## src/rtl/cdb_arbiter_pkg.sv

```systemverilog
// Shared CPU parameters used by the CDB arbiter, RS, RoB and LSB, plus a
// small round-robin helper.
package cdb_arbiter_pkg;

  // Width of a RoB index carried on the common data bus.
  localparam int ROB_WIDTH  = 4;

  // Width of a result word.
  localparam int DATA_WIDTH = 32;

  // Tag meaning "operand has no pending producer": one bit wider than a
  // RoB index so it can never alias a real entry.
  localparam logic [ROB_WIDTH:0] NON_DEP = {1'b1, {ROB_WIDTH{1'b0}}};

  // Next highest-priority source after a grant to source g among n sources.
  function automatic int rr_next(input int g, input int n);
    return (g + 1) % n;
  endfunction

endpackage

```

## src/rtl/cdb_fifo.sv

```systemverilog
// Per-source result queue for the CDB arbiter. A push into a full queue is
// still accepted when the queue is popped on the same edge; otherwise it is
// rejected and reported on o_drop.
module cdb_fifo
  import cdb_arbiter_pkg::*;
#(
  parameter int ENTRY_W    = ROB_WIDTH + DATA_WIDTH,
  parameter int FIFO_WIDTH = 2
) (
  input  logic               clk_in,
  input  logic               rst_in,
  input  logic               i_clear,
  input  logic               i_push,
  input  logic               i_pop,
  input  logic [ENTRY_W-1:0] i_entry,
  output logic               o_full,
  output logic               o_empty,
  output logic               o_drop,
  output logic [ENTRY_W-1:0] o_head
);

  localparam int DEPTH = 1 << FIFO_WIDTH;

  logic [ENTRY_W-1:0]    r_mem [DEPTH];
  logic [FIFO_WIDTH-1:0] r_wr_ptr;
  logic [FIFO_WIDTH-1:0] r_rd_ptr;
  logic [FIFO_WIDTH:0]   r_count;
  logic                  w_pop_ok;
  logic                  w_push_ok;

  assign o_full    = (r_count == (FIFO_WIDTH+1)'(DEPTH));
  assign o_empty   = (r_count == {(FIFO_WIDTH+1){1'b0}});
  assign w_pop_ok  = i_pop & ~o_empty;
  // When full, a same-edge pop frees the slot the write pointer points at.
  assign w_push_ok = i_push & (~o_full | w_pop_ok);
  assign o_drop    = i_push & ~w_push_ok;
  assign o_head    = r_mem[r_rd_ptr];

  // Storage write; the head slot is read combinationally before this edge.
  always_ff @(posedge clk_in) begin
    if (w_push_ok && !rst_in && !i_clear) begin
      r_mem[r_wr_ptr] <= i_entry;
    end
  end

  // Pointer and occupancy bookkeeping; pointers wrap naturally at DEPTH.
  always_ff @(posedge clk_in) begin
    if (rst_in || i_clear) begin
      r_wr_ptr <= {FIFO_WIDTH{1'b0}};
      r_rd_ptr <= {FIFO_WIDTH{1'b0}};
      r_count  <= {(FIFO_WIDTH+1){1'b0}};
    end else begin
      if (w_push_ok) begin
        r_wr_ptr <= r_wr_ptr + {{(FIFO_WIDTH-1){1'b0}}, 1'b1};
      end
      if (w_pop_ok) begin
        r_rd_ptr <= r_rd_ptr + {{(FIFO_WIDTH-1){1'b0}}, 1'b1};
      end
      case ({w_push_ok, w_pop_ok})
        2'b10:   r_count <= r_count + {{FIFO_WIDTH{1'b0}}, 1'b1};
        2'b01:   r_count <= r_count - {{FIFO_WIDTH{1'b0}}, 1'b1};
        default: r_count <= r_count;
      endcase
    end
  end

endmodule

```

## src/rtl/cdb_arbiter.sv

```systemverilog
// Common data bus arbiter: one FIFO per producer, a combinational
// round-robin pick over the non-empty FIFOs, and a registered broadcast of
// at most one result per cycle.
module cdb_arbiter
  import cdb_arbiter_pkg::*;
#(
  parameter int RoB_WIDTH  = ROB_WIDTH,
  parameter int NUM_SRC    = 3,
  parameter int FIFO_WIDTH = 2
) (
  input  logic                            clk_in,
  input  logic                            rst_in,
  input  logic                            rdy_in,
  input  logic                            flush_signal,
  input  logic [NUM_SRC-1:0]              src_valid,
  input  logic [NUM_SRC*RoB_WIDTH-1:0]    src_index,
  input  logic [NUM_SRC*DATA_WIDTH-1:0]   src_data,
  output logic [NUM_SRC-1:0]              src_full,
  output logic                            CDB_update_en,
  output logic [RoB_WIDTH-1:0]            CDB_update_index,
  output logic [DATA_WIDTH-1:0]           CDB_update_data,
  output logic                            overflow_err
);

  localparam int ENTRY_W = RoB_WIDTH + DATA_WIDTH;
  localparam int SRC_W   = (NUM_SRC > 1) ? $clog2(NUM_SRC) : 1;

  logic                 w_run;
  logic                 w_clear;
  logic [NUM_SRC-1:0]   w_push;
  logic [NUM_SRC-1:0]   w_pop;
  logic [NUM_SRC-1:0]   w_empty;
  logic [NUM_SRC-1:0]   w_drop;
  logic [ENTRY_W-1:0]   w_head [NUM_SRC];
  logic [ENTRY_W-1:0]   w_grant_head;
  logic                 w_grant_valid;
  logic [SRC_W-1:0]     w_grant_src;
  logic [SRC_W-1:0]     w_cand;
  logic [SRC_W-1:0]     w_rr_next;

  logic [SRC_W-1:0]     r_rr_ptr;
  logic                 r_en;
  logic [RoB_WIDTH-1:0] r_index;
  logic [DATA_WIDTH-1:0] r_data;
  logic                 r_ovf;

  // Normal operation vs flush; reset outranks both, pause freezes both.
  assign w_run   = rdy_in & ~flush_signal & ~rst_in;
  assign w_clear = rdy_in &  flush_signal & ~rst_in;
  assign w_push  = src_valid & {NUM_SRC{w_run}};

  for (genvar g = 0; g < NUM_SRC; g++) begin : g_src
    cdb_fifo #(
      .ENTRY_W    (ENTRY_W),
      .FIFO_WIDTH (FIFO_WIDTH)
    ) u_fifo (
      .clk_in  (clk_in),
      .rst_in  (rst_in),
      .i_clear (w_clear),
      .i_push  (w_push[g]),
      .i_pop   (w_pop[g]),
      .i_entry ({src_index[g*RoB_WIDTH +: RoB_WIDTH], src_data[g*DATA_WIDTH +: DATA_WIDTH]}),
      .o_full  (src_full[g]),
      .o_empty (w_empty[g]),
      .o_drop  (w_drop[g]),
      .o_head  (w_head[g])
    );
  end

  // Round-robin pick: first non-empty FIFO starting at r_rr_ptr.
  always_comb begin
    w_grant_valid = 1'b0;
    w_grant_src   = {SRC_W{1'b0}};
    w_cand        = {SRC_W{1'b0}};
    for (int k = 0; k < NUM_SRC; k++) begin
      w_cand = SRC_W'((int'(r_rr_ptr) + k) % NUM_SRC);
      if (!w_grant_valid && !w_empty[w_cand]) begin
        w_grant_valid = 1'b1;
        w_grant_src   = w_cand;
      end else begin
        w_grant_valid = w_grant_valid;
      end
    end
  end

  // Pop strobe for the granted FIFO, only when the bus actually advances.
  always_comb begin
    w_pop = {NUM_SRC{1'b0}};
    if (w_grant_valid && w_run) begin
      w_pop[w_grant_src] = 1'b1;
    end else begin
      w_pop = {NUM_SRC{1'b0}};
    end
  end

  assign w_grant_head = w_head[w_grant_src];
  assign w_rr_next    = SRC_W'(rr_next(int'(w_grant_src), NUM_SRC));

  // Broadcast registers, round-robin pointer and sticky overflow flag.
  always_ff @(posedge clk_in) begin
    if (rst_in) begin
      r_en     <= 1'b0;
      r_index  <= {RoB_WIDTH{1'b0}};
      r_data   <= {DATA_WIDTH{1'b0}};
      r_ovf    <= 1'b0;
      r_rr_ptr <= {SRC_W{1'b0}};
    end else if (!rdy_in) begin
      r_en     <= r_en;
    end else if (flush_signal) begin
      r_en     <= 1'b0;
      r_rr_ptr <= {SRC_W{1'b0}};
    end else begin
      if (w_grant_valid) begin
        r_en     <= 1'b1;
        r_index  <= w_grant_head[ENTRY_W-1 -: RoB_WIDTH];
        r_data   <= w_grant_head[DATA_WIDTH-1:0];
        r_rr_ptr <= w_rr_next;
      end else begin
        r_en     <= 1'b0;
      end
      r_ovf <= r_ovf | (|w_drop);
    end
  end

  assign CDB_update_en    = r_en;
  assign CDB_update_index = r_index;
  assign CDB_update_data  = r_data;
  assign overflow_err     = r_ovf;

endmodule

```

## config.mk

```make
export PLATFORM = sky130hd
export DESIGN_NAME = cdb_arbiter
export DESIGN_NICKNAME = d
export VERILOG_FILES = /design/src/rtl/cdb_arbiter_pkg.sv /design/src/rtl/cdb_fifo.sv /design/src/rtl/cdb_arbiter.sv
export SDC_FILE = /design/constraint.sdc
export NUM_CORES = 1
export LEC_CHECK = 0
export BUFFER_PORTS_ARGS = -buffer_cell sky130_fd_sc_hd__buf_4
export CORE_MARGIN = 2
export CORE_UTILIZATION = 25
export CTS_CLUSTER_DIAMETER = 40
export CTS_CLUSTER_SIZE = 10
export DETAILED_ROUTE_END_ITERATION = 6
export PLACE_DENSITY = 0.44
export SYNTH_ARGS = -nofsm -noshare
export SYNTH_HDL_FRONTEND = slang
export SYNTH_SLANG_ARGS = --single-unit
```

## constraint.sdc

```tcl
create_clock -name clk_in -period 5.3 [get_ports clk_in]
set_input_delay 0.53 -clock clk_in [delete_from_list [all_inputs] [get_ports clk_in]]
set_output_delay 0.53 -clock clk_in [all_outputs]
set_load 0.02 [all_outputs]
```

### After elaboration in Yosys (flattened, before gate mapping)

Memories as Yosys holds them, arrays and structs flattened. A register that Yosys moved wholly into a read port is not among the register bits.
Cells that the tools add are included.

| cells by class | value |
|---|---|
| $add $sub $neg | 15 |
| div/mod/pow operators | 4 |
| eq/ne operators | 9 |
| muxes and demuxes | 37 |
| shifts and indexed selects | 0 |
| $mul | 0 |
| reduce and logical (&&, ||, !) cells | 27 |
| bitwise logic cells | 30 |
| order comparisons | 6 |

Operators with widths:

| kind | number |
|---|---|
| $mod A32 B3 Y32 const B | 3 |
| $bmux W36 S2 | 1 |
| $mux W36 | 2 |
| $mod A3 B3 Y32 const B | 1 |
| $mux W2 | 11 |
| $pmux W3 S2 | 3 |
| $mux W1 | 15 |
| $and A1 B1 Y1 | 13 |
| $add A2 B1 Y2 const B | 6 |
| $lt A2 B3 Y1 const B | 4 |
| $not A1 Y1 | 11 |
| $logic_and A1 B1 Y1 | 10 |
| $add A3 B1 Y3 const B | 3 |
| $eq A3 B3 Y1 const B | 3 |
| $logic_not A3 Y1 | 3 |
| $sub A3 B1 Y3 const B | 3 |
| $reduce_bool A2 Y1 | 4 |
| $add A2 B1 Y3 const B | 2 |
| $bmux W1 S2 | 3 |
| $eq A2 B1 Y1 const B | 3 |
| $eq A2 B2 Y1 const B | 3 |
| $logic_not A1 Y1 | 5 |
| $or A1 B1 Y1 | 4 |
| $reduce_and A2 Y1 | 2 |
| 10 further kinds | 10 |

| word-level totals | value |
|---|---|
| logic and storage cells | 145 |
| memory bits (read-only) | 0 |
| input bits | 115 |
| memories kept | 3 |
| RAM bits | 432 |
| latch bits | 0 |
| output and inout port bits | 41 |
| register bits | 61 |

Memory list:

| memory | words | bits a word | rd ports | clocked after Yosys merged registers in | wr ports | line | text |
|---|---|---|---|---|---|---|---|
| g_src[0].u_fifo.r_mem | 4 | 36 | 1 | 1 | 1 | cdb_fifo.sv:24 | `logic [ENTRY_W-1:0] r_mem [DEPTH];` |
| g_src[1].u_fifo.r_mem | 4 | 36 | 1 | 1 | 1 | cdb_fifo.sv:24 |  |
| g_src[2].u_fifo.r_mem | 4 | 36 | 1 | 1 | 1 | cdb_fifo.sv:24 |  |

### Longest topological paths before layout

| logic depth | value |
|---|---|
| word-level depth | 22 |
| gate-level depth with buffers | 19 |
| depth with buffers taken out | 16 |

### By module

From an unflattened synthesis, not the netlist that was laid out.

| unflattened totals | value |
|---|---|
| cell total of the unflattened synthesis | 984 |
| area, all modules | 19545.0 sq um |

By module, submodules not included:

| module | cells each | sequential area each (sq um) | area each (sq um) | times used |
|---|---|---|---|---|
| cdb_fifo at g_src[0].u_fifo ... | 245 | 4504.3 | 5686.7 | 2 |
| cdb_fifo at g_src[1].u_fifo | 260 | 4504.3 | 5824.3 | 1 |
| cdb_arbiter | 234 | 800.8 | 2347.3 | 1 |

### Worst setup path before layout

Ideal clock, no wire load.

| timing path | value |
|---|---|
| kind | register to register |
| from | reg r_rr_ptr[0] |
| to | mem g_src[0].u_fifo.r_mem[0][0] in the netlist's numbering (enable) |
| path buffers | 1 |
| library setup time | 429 ps |
| data required time | 4871 ps |
| data arrival time | 4038 ps |
| cell stages (with the launch flop) | 13 |
| path slack | 832 ps |
| period minus slack after synthesis | 4468 ps |
| cell sequence | dfxtp_1 inv_1 ha_1 nor4b_1 o31ai_2 nand2b_1 and2_1 clkbuf_1 ha_1 nand2b_1 and3_1 o21ai_1 nor2_1 |

| on the way | value |
|---|---|
| word-level cells in the longest chain between the ends | 22 |
| elaborated cells on any way between the ends | 36 |
| those cells by class | add/sub (2); div (3); order compare (2); mux (17); bitwise (3); reduce/logical (9) |

RTL lines:

| element | line | text |
|---|---|---|
| start, declared | cdb_arbiter.sv:41 | `logic [SRC_W-1:0] r_rr_ptr;` |
| start signal, assigned | cdb_arbiter.sv:106 | `r_rr_ptr <= {SRC_W{1'b0}};` |
| start signal, assigned | cdb_arbiter.sv:111 | `r_rr_ptr <= {SRC_W{1'b0}};` |
| start signal, assigned | cdb_arbiter.sv:117 | `r_rr_ptr <= w_rr_next;` |
| $add A2 B1 Y3 | cdb_arbiter.sv:76 | `w_cand = SRC_W'((int'(r_rr_ptr) + k) % NUM_SRC);` |
| $mod A32 B3 Y32 | cdb_arbiter.sv:76 |  |
| $bmux W1 S2 | cdb_arbiter.sv:77 | `if (!w_grant_valid && !w_empty[w_cand]) begin` |
| $mux W1 (implied by the code) | cdb_arbiter.sv:77 |  |
| $logic_not A1 Y1 | cdb_arbiter.sv:77 |  |
| $logic_and A1 B1 Y1 | cdb_arbiter.sv:77 |  |
| $mux W1 | cdb_arbiter.sv:77 |  |
| $logic_not A1 Y1 | cdb_arbiter.sv:77 |  |
| [5 not listed] | - |  |
| $demux W1 S2 | cdb_arbiter.sv:90 | `w_pop[w_grant_src] = 1'b1;` |
| $mux W3 * | cdb_arbiter.sv:89 | `if (w_grant_valid && w_run) begin` |
| $and A1 B1 Y1 * | cdb_fifo.sv:33 | `assign w_pop_ok = i_pop & ~o_empty;` |
| $or A1 B1 Y1 * | cdb_fifo.sv:35 | `assign w_push_ok = i_push & (~o_full \| w_pop_ok);` |
| $and A1 B1 Y1 * | cdb_fifo.sv:35 |  |
| $logic_and A1 B1 Y1 * (2 in a row) | cdb_fifo.sv:41 | `if (w_push_ok && !rst_in && !i_clear) begin` |
| $mux W1 * | cdb_fifo.sv:41 |  |
| $mux W1 (implied by the code) * | cdb_fifo.sv:42 | `r_mem[r_wr_ptr] <= i_entry;` |
| end, declared | cdb_fifo.sv:24 |  |

Every way passes the cells marked *; elsewhere a longest branch is shown, timed or not. The select of a mux whose other input is x is not followed.

### Final worst setup path

| timing path | value |
|---|---|
| from | reg r_rr_ptr[0] |
| to | reg g_src[0].u_fifo.r_count[2] |

| on the way | value |
|---|---|
| word-level cells in the longest chain between the ends | 20 |
| elaborated cells on any way between the ends | 36 |
| those cells by class | add/sub (2); div (3); order compare (2); eq/ne (2); mux (16); bitwise (3); reduce/logical (8) |

RTL lines:

| element | line | text |
|---|---|---|
| $add A2 B1 Y3 | cdb_arbiter.sv:76 |  |
| $mod A32 B3 Y32 | cdb_arbiter.sv:76 |  |
| $bmux W1 S2 | cdb_arbiter.sv:77 |  |
| $mux W1 (implied by the code) | cdb_arbiter.sv:77 |  |
| $logic_not A1 Y1 | cdb_arbiter.sv:77 |  |
| $logic_and A1 B1 Y1 | cdb_arbiter.sv:77 |  |
| $mux W1 | cdb_arbiter.sv:77 |  |
| $logic_not A1 Y1 | cdb_arbiter.sv:77 |  |
| [4 not listed] | - |  |
| $mux W1 (implied by the code) | cdb_arbiter.sv:90 |  |
| $demux W1 S2 | cdb_arbiter.sv:90 |  |
| $mux W3 * | cdb_arbiter.sv:89 |  |
| $and A1 B1 Y1 * | cdb_fifo.sv:33 |  |
| $or A1 B1 Y1 | cdb_fifo.sv:35 |  |
| $and A1 B1 Y1 | cdb_fifo.sv:35 |  |
| $eq A2 B1 Y1 / $eq A2 B2 Y1 (equally long branches) | cdb_fifo.sv:59 | `case ({w_push_ok, w_pop_ok})` |
| $pmux W3 S2 / $reduce_bool A2 Y1 (equally long branches) | - |  |
| end signal, assigned | cdb_fifo.sv:60 | `2'b10: r_count <= r_count + {{FIFO_WIDTH{1'b0}}, 1'b1};` |
| end signal, assigned | cdb_fifo.sv:61 | `2'b01: r_count <= r_count - {{FIFO_WIDTH{1'b0}}, 1'b1};` |
| end signal, assigned | cdb_fifo.sv:62 | `default: r_count <= r_count;` |
| end, declared | cdb_fifo.sv:27 | `logic [FIFO_WIDTH:0] r_count;` |

Marks and branches as above.
A chain may end at the register's enable or synchronous reset.

==> impl_metrics.py <==
metrics = {
    "yosys": {
        "synthTopCellsByCount": "edfxtp_1 (432), mux4_2 (108), dfxtp_1 (67), nor2_1 (60)",
        "synth-seq-area-share_pct": 73.74,
        "ys_ff_latch": 499,
        "ys_warn_count": 0,
        "yosys.area.top_type": "edfxtp_1",
        "synth_area_sq_um": 19410,
        "ys.flop_type": "edfxtp_1",
        "syn_avg_cell_area_sq_um": 19.55,
        "netlist_instances": 993,
        "yosys.area_share.simple_pct": 2.952,
        "synthTopCellsByArea": "edfxtp_1 (67%), mux4_2 (13%), dfxtp_1 (6.9%)",
        "synthAdderAreaFrac_pct": 1.534,
        "async_flop_share_pct": 0,
        "synthXorXnorAreaFrac_pct": 0.3610,
        "synth_top_family_by_area": "multiplexers",
        "synth_compound_area_share_pct": 4.525,
        "syn-num-nets": 1130,
        "yosys-mux-area-fraction_pct": 15.19,
        "synth_edf_count": 432,
        "yosysMostFrequentCell": "edfxtp_1",
        "synthDistinctLibCells": 60,
        "yosysTopAreaCellShare_pct": 66.83,
    },
    "detailed_routing": {
        "viasPerCell": 4.306,
        "drt_first_pass_iters": 4,
        "drc": 0,
        "drtAntennaViolNets": 0,
        "via_count": 10010,
        "drt-total-wl_um": 51070,
        "drt-initial-drc-count": 471,
        "wl_per_cell_um": 21.96,
    },
    "setup_path": {
        "worstSetupStartpointType": "register",
        "crit_chain": "inv_1 > ha_1 > nor4_1 > o31ai_2 > nand2b_1 > and2_1 > ha_1 > nand2b_1 > and3_1 > o21ai_1 > buf_4 > ha_1 > inv_1 > fa_1 > xor2_1 > or3_1 > a21oi_1",
        "critical-path-max-stage-delay_ns": 0.45,
        "end_kind": "register",
        "critical_path_arrival_ns": 4.59,
        "cp_max_fo": 7,
        "worst-path-buf-inv": 3,
        "crit_path_frequent_cell": "ha_1",
        "crit_family": "simple AND/OR/NAND/NOR gates",
        "worstSetupPathType": "register to register",
        "required_ns": 5.85,
        "crit_slowest_cell": "nor4_1",
    },
    "sta": {
        "rsz0062_at_grt": "no",
        "hold_violations": 0,
        "slew_headroom_pct": 28.30,
        "finalMaxSlewViolations": 0,
        "setup_tns_ns": 0,
        "fmax_mhz": 247.6,
        "fin_skew_ns": 0.02343,
        "worst_slew_pin_slew_ns": 1.075,
        "min_period_over_period_pct": 76.19,
        "timing.final.ws_setup_ns": 1.262,
        "hold_ws_ns": 0.1005,
        "post-route-min-period_ns": 4.038,
        "finalSetupViolations": 0,
    },
    "cts": {
        "root_buffer": "clkbuf_16",
        "tritoncts": "done",
        "clockBufferDepth": 3,
        "clk_pin_slew_ns": 0.05,
        "insertion_delay_ns": 0.63,
        "cts_hold_buf": 0,
        "cts-htree-levels": 3,
        "post_cts_resized": 0,
        "cts_setup_buffers": 0,
        "cts_buffers": 90,
        "clock-sinks": 499,
    },
    "pwr": {
        "leakage_nw": 8.255,
        "clock_power_share_pct": 52.6,
        "p_int_w": 0.008560,
        "combPwrFrac_pct": 8.2,
        "p_seq_share_pct": 39.2,
        "power_switching_w": 0.002664,
        "power_per_cell_area_nw_per_um2": 448.0,
        "swShare_pct": 23.73,
        "ir_drop_mv": 0.2492,
    },
    "grt": {
        "antenna_found_initial": 3,
        "grt_use_total_pct": 12.89,
        "grt_max_degree": 75,
        "grt_pass1_vias": 10620,
        "overflow": 0,
        "grt_first_pass_wirelength_um": 73440,
    },
    "place": {
        "place_ws_ns": 1.274,
        "io_buffers": 155,
        "post-dp-hpwl_um": 32830,
        "gp_congestion": 0.7599,
    },
    "hold_path": {
        "hold_class": "input pin to register",
    },
    "die": {
        "die_w_um": 282.6,
        "fp.dieArea_sq_um": 79890,
        "core_area_sq_um": 77210,
        "dieHeight_um": 282.6,
        "start_util_pct": 25.14,
        "num_rows": 102,
        "io-pin-count": 156,
    },
    "final_layout": {
        "nNetsFinal": 1344,
        "synthToLayoutAreaGrowth_pct": 29.07,
        "post-route-util_pct": 32.45,
        "drive_gt1_share_pct": 39.24,
    },
    "run_status": {
        "status": "completed",
    },
    "run": {
        "maxCapViolations": 0,
    },
}
metrics by stage:
| step | instances | total power, W | instance area, sq um |
|---|---|---|---|
| 2_1_floorplan | 993 | 0.004982 | 19410 |
| 3_3_place_gp | 2155 | 0.005422 | 21880 |
| 3_5_place_dp | 2155 | 0.005433 | 21880 |
| 4_1_cts | 2322 | 0.01140 | 25050 |
| 5_1_grt | 2322 | 0.01163 | 25050 |
| 6_report | 2325 | 0.01122 | 25050 |
logic make-up (layout without fill, tap and decap cells):
logic type               after synthesis  after routing
other                                  0              3
multiplexers                         155            155
adder cells (fa/ha/maj)               22             22
XOR/XNOR                               8              8
AO/OA/AOI/OAI                        113            113
AND/OR/NAND/NOR                      119            119
buffers and inverters                 77            366
flip-flops                           499            499
worst paths after layout:
kind	from	end	slack, ns	cells after the start
setup / recovery	r_rr_ptr[0]$_SDFFE_PP0P_	g_src[0].u_fifo.r_count[2]$_SDFFE_PP0P_	1.26	17
hold / removal	src_data[7]	g_src[0].u_fifo.r_mem[2][7]$_DFFE_PP_	0.10	1
setup reg to reg	r_rr_ptr[0]$_SDFFE_PP0P_	g_src[0].u_fifo.r_count[2]$_SDFFE_PP0P_	1.26	17
hold reg to reg	g_src[2].u_fifo.r_rd_ptr[1]$_SDFFE_PP0P_	register	0.46	1
state kept, by name, indices dropped and copies added (netlist names), named ones only:
register               count
CDB_update_data           32
CDB_update_en              1
CDB_update_index           4
g_src.u_fifo.r_count       9
g_src.u_fifo.r_mem       432
g_src.u_fifo.r_rd_ptr      6
g_src.u_fifo.r_wr_ptr      6
overflow_err               1
r_rr_ptr                   2
power groups by stage:
stage | logic, W | clock network [W] | registers (W)
global route | 0.00100 | 0.00623 | 0.00440
detailed placement | 0.000959 | 0 | 0.00447
CTS | 0.000960 | 0.00605 | 0.00440
global placement | 0.000951 | 0 | 0.00447
floorplan | 0.000467 | 0 | 0.00452
finish | 0.000919 | 0.00591 | 0.00440
placed cells by master, fill, tap and decap left out, types with 4 or more instances in the layout:
cell / count
a211oi_1: 37
a21oi_1: 9
a22oi_1: 37
and2_1: 4
and2_2: 4
and3_2: 4
buf_4: 175
bufinv_16: 13
clkbuf_1: 7
clkbuf_16: 91
clkinv_2: 15
clkinv_4: 6
clkinvlp_4: 12
dfxtp_1: 61
dfxtp_2: 6
edfxtp_1: 432
ha_1: 19
inv_1: 21
inv_6: 11
mux2_1: 8
mux2_2: 29
mux2i_1: 10
mux4_2: 108
nand2_1: 11
nand2b_1: 5
nand3_1: 6
nor2_1: 56
nor2_4: 4
nor3_1: 4
o21ai_0: 4
o31ai_1: 4
or3_1: 5
xor2_1: 5
per-layer routing:
metal / GRT usage (%) / vias up / share of wire, %
met1: 15.94 / 5195 / 42
met3: 3.081 / 70 / 5.0
met2: 21.97 / 219 / 51
met4: 4.491 / 6 / 2.3
met5: 0 / - / 0.090
li1: - / 4522 / -
cell type report:
cell class                      instances  area [sq um]
Fill cell                            7399         52160
Antenna cell                            3         7.507
Inverter                               22         82.58
Clock buffer                           99          2317
Sequential cell                       499         14320
Clock inverter                         68         847.1
Multi-Input combinational cell        417          4822
Timing Repair Buffer                  177          1354
Tap cell                             1040          1301
Power figures use the tool's default switching activity.
